[config.mk]
export PLATFORM = sky130hd
export DESIGN_NAME = seq_divider
export DESIGN_NICKNAME = d
export VERILOG_FILES = /design/src/rtl/seq_divider.sv
export SDC_FILE = /design/constraint.sdc
export NUM_CORES = 1
export LEC_CHECK = 0
export BUFFER_PORTS_ARGS = -buffer_cell sky130_fd_sc_hd__buf_4
export CORE_ASPECT_RATIO = 1.75
export CORE_UTILIZATION = 55
export DETAILED_ROUTE_END_ITERATION = 10
export PLACE_DENSITY = 0.78
export REMOVE_ABC_BUFFERS = 1
export SLEW_MARGIN = 15
export SYNTH_ARGS = -nofsm -noshare
export SYNTH_HDL_FRONTEND = slang
export SYNTH_SLANG_ARGS = --single-unit
[constraint.sdc]
create_clock -name clk -period 8.48 [get_ports clk]
set_clock_uncertainty 0.2 [all_clocks]
set_input_delay 0.848 -clock clk [delete_from_list [all_inputs] [get_ports clk]]
set_output_delay 0.848 -clock clk [all_outputs]
set_load 0.02 [all_outputs]
[src/rtl/seq_divider.sv]
// Iterative unsigned restoring divider: one quotient bit per clock, one-cycle done pulse.
// Divide-by-zero bypasses the iteration and reports all-ones quotient with the dividend as remainder.
module seq_divider #(
  parameter int WIDTH = 8
) (
  input  logic             clk,
  input  logic             rst_n,
  input  logic             start,
  input  logic [WIDTH-1:0] dividend,
  input  logic [WIDTH-1:0] divisor,
  output logic             busy,
  output logic             done,
  output logic [WIDTH-1:0] quotient,
  output logic [WIDTH-1:0] remainder,
  output logic             div_by_zero
);

  localparam int CW = $clog2(WIDTH + 1);

  typedef enum logic [1:0] {IDLE, CALC, DONE} state_t;

  state_t           state_reg;
  logic [WIDTH:0]   r_reg;
  logic [WIDTH-1:0] q_reg;
  logic [WIDTH-1:0] divisor_reg;
  logic [CW-1:0]    count_reg;

  logic [WIDTH:0]   r_shift;
  logic [WIDTH:0]   trial;
  logic [WIDTH:0]   r_next;
  logic [WIDTH-1:0] q_next;

  // One restoring step: shift in the next dividend bit, keep the subtraction if it did not borrow.
  always_comb begin
    r_shift = {r_reg[WIDTH-1:0], q_reg[WIDTH-1]};
    trial   = r_shift - {1'b0, divisor_reg};
    if (!trial[WIDTH]) begin
      r_next = trial;
      q_next = {q_reg[WIDTH-2:0], 1'b1};
    end else begin
      r_next = r_shift;
      q_next = {q_reg[WIDTH-2:0], 1'b0};
    end
  end

  always_ff @(posedge clk or negedge rst_n) begin
    if (!rst_n) begin
      state_reg   <= IDLE;
      r_reg       <= '0;
      q_reg       <= '0;
      divisor_reg <= '0;
      count_reg   <= '0;
      busy        <= 1'b0;
      done        <= 1'b0;
      quotient    <= '0;
      remainder   <= '0;
      div_by_zero <= 1'b0;
    end else begin
      done <= 1'b0;
      case (state_reg)
        IDLE, DONE: begin
          if (start) begin
            if (divisor != '0) begin
              divisor_reg <= divisor;
              r_reg       <= '0;
              q_reg       <= dividend;
              count_reg   <= CW'(WIDTH);
              busy        <= 1'b1;
              state_reg   <= CALC;
            end else begin
              quotient    <= '1;
              remainder   <= dividend;
              div_by_zero <= 1'b1;
              done        <= 1'b1;
              state_reg   <= DONE;
            end
          end else begin
            state_reg <= IDLE;
          end
        end
        CALC: begin
          r_reg     <= r_next;
          q_reg     <= q_next;
          count_reg <= count_reg - 1'b1;
          if (count_reg == CW'(1)) begin
            quotient    <= q_next;
            remainder   <= r_next[WIDTH-1:0];
            div_by_zero <= 1'b0;
            busy        <= 1'b0;
            done        <= 1'b1;
            state_reg   <= DONE;
          end
        end
        default: begin
          busy      <= 1'b0;
          state_reg <= IDLE;
        end
      endcase
    end
  end

endmodule
==> metrics.yaml <==
outcome:
  status: "finished, violations left"
  failed_checks: "design-rule violations"
clock_tree:
  cts_hold_buf: 0
  cts.clk_slew.worst_paths_ps: 90
  cts_sinks: 49
  clock_path_buffers: 2
  cts_buffers: 5
  cts_setup_buffers: 0
  htreeDepth: 2
  cts_tree: "yes"
  cts_root_buf: "clkbuf_8"
  insertion_delay_ps: 290
  cts_resized: 0
setup_path:
  cp.required_ps: 8500
  critPathKind: "reg2reg"
  worstPathMaxFanout: 9
  arrival_ps: 2830
  end_kind: "register"
  startpoint_type: "register"
final_layout:
  num_antenna_cells: 0
  syn_to_final_growth_pct: 16.8
  nets: 320
  drive_above_1_share_pct: 19.0
  stdcell_area_mm2: 0.00290
grt:
  grt_pass1_vias: 2066
  grt_pass1_wl_um: 8940
  grt_max_degree: 50
  antenna_found_initial: 0
  grt.total_usage_pct: 24.9
  overflow: 0
pwr:
  vdd_drop_max_v: 0.000281
  p_leak_nw: 1.31
  powerDensity_mw_per_mm2: 460
flow_run:
  cap_violations: 0
routing:
  first_pass_iters: 7
  drcViolationCount: 1
  viasPerCell: 5.84
  final_antenna_net_count: 0
  first_iter_violations: 47
  vias: 1993
  wl_per_cell_um: 15.2
  wl_um: 5200
synth:
  synth-edff-count: 0
  synth_most_common_cell: "dfrtp_1"
  ys_top_cells_by_area: "dfrtp_1 49%, nand2_1 5.9%, ha_1 5.0%"
  synth_common_cells: "49 x dfrtp_1, 39 x nand2_1, 25 x o21ai_0"
  ys_ff_latch: 49
  async_flop_share_pct: 100
  ys.flop_type: "dfrtp_1"
  synth.distinct_cells: 42
  seq_area_frac_synth_pct: 49.4
  avgSynthCellArea_um2: 9.74
  synth_top_area_cell: "dfrtp_1"
  synth_top_area_share_pct: 49.4
  synth_cells: 255
  netlist_area_mm2: 0.00248
  ys.warnings.count: 0
floorplanning:
  rows: 32
  coreArea_mm2: 0.00436
  ios: 38
  initial_utilization_pct: 56.9
  die_w_um: 52.8
  die_area_mm2: 0.00480
  die_height_um: 90.9
timing:
  clock.fmax_mhz: 355
  maxSlewViolCount: 0
  rsz0062_at_grt: "no"
  post-route-min-period_ps: 2810
  min_period_over_period_pct: 33.2
  tightest_slew_ps: 725
  hold_viol: 0
  max_slew_margin_pct: 51.5
  fin_setup_tns_ps: 0
  setup_viol: 0
placement:
  dpl.hpwl_um: 3740
  postPlaceCellArea_mm2: 0.00280
  numPortBuffers: 37
  gp_congestion: 0.857
min_path:
  hold_class: "reg2reg"
==> cells in the final DEF, fill, tap and decap left out, types with 2 or more instances in the layout <==
cell / n
nor4_1: 3
a21oi_1: 6
mux2i_1: 8
clkbuf_8: 5
nand2b_1: 4
a31oi_1: 6
nor2b_1: 2
inv_1: 11
a21o_1: 2
buf_4: 40
a21boi_0: 4
nand2_1: 39
dfrtp_1: 49
o21ai_0: 24
xnor2_1: 3
o21a_1: 2
nand3_1: 18
o21bai_1: 2
xor2_1: 4
o2111ai_1: 4
o22a_1: 8
nor2_1: 14
ha_1: 10
a211oi_2: 2
==> worst max-delay path: stages, from the launching register on <==
cell and delay (ps):
dfrtp_1 400, inv_1 80, ha_1 170, inv_1 60
fa_1 410, a211oi_2 300, nor3_1 120, mux2_4 340
nand2_1 250, o2111ai_1 210, a31oi_1 180
==> final timing paths <==
path | from | endpoint | slack (ps) | cells past startpoint
max reg2reg | q_reg[7]$_DFFE_PN0P_ | remainder[4]$_DFFE_PN0P_ | 5670 | 10
min in group asynchronous | rst_n | r_reg[6]$_DFFE_PN0P_ | 350 | 1
max in group asynchronous | rst_n | quotient[3]$_DFFE_PN0P_ | 7330 | 1
max | q_reg[7]$_DFFE_PN0P_ | remainder[4]$_DFFE_PN0P_ | 5670 | 10
min reg2reg | busy$_DFFE_PN0P_ | busy$_DFFE_PN0P_ | 290 | 1
min | busy$_DFFE_PN0P_ | busy$_DFFE_PN0P_ | 290 | 1
==> power by group <==
group          internal [mW]  switching, mW
combinational          0.314          0.440
sequential             0.346         0.0760
clock                 0.0858         0.0741
==> layer usage <==
metal / vias to the layer above / track usage, % / part of all wire (%)
li1: 971 / - / -
met4: 0 / 11.8 / 2.8
met1: 951 / 29.0 / 41
met2: 55 / 42.6 / 52
met3: 16 / 3.87 / 3.4
met5: - / 0 / 0
==> per-stage QoR <==
step | hold WS (ps) | std cells | worst slack [ps] | total power, mW | utilization, %
after CTS | 290 | 341 | 5670 | 1.34 | 66.5
final | 288 | 341 | 5670 | 1.34 | 66.5
after global routing | 302 | 341 | 5440 | 1.45 | 66.5
after global placement | 263 | 334 | 5680 | 1.16 | 64.1
after floorplan | 271 | 243 | 4810 | 0.958 | -
after detailed placement | 271 | 334 | 5660 | 1.17 | 64.1
==> kinds of logic after synthesis <==
family	Yosys count	share of synthesized area (%)
AOI/OAI and AO/OA	67	18.0
xor gates and xnor gates	7	2.47
adders and majority gates	11	5.84
buffers and inverters	23	3.93
DFF	49	49.4
muxes	10	4.28
and+or+nand+nor	88	16.1
==> cell type report <==
class,instances,area (µm²)
fillers,360,1460
flip-flops and latches,49,1230
multi-input cells,183,1170
repair buffers,40,300
clock buffers,5,68.8
well taps,51,63.8
inverters,11,41.3
clock inverters,2,35.0
(Power assumes the default switching activity.)
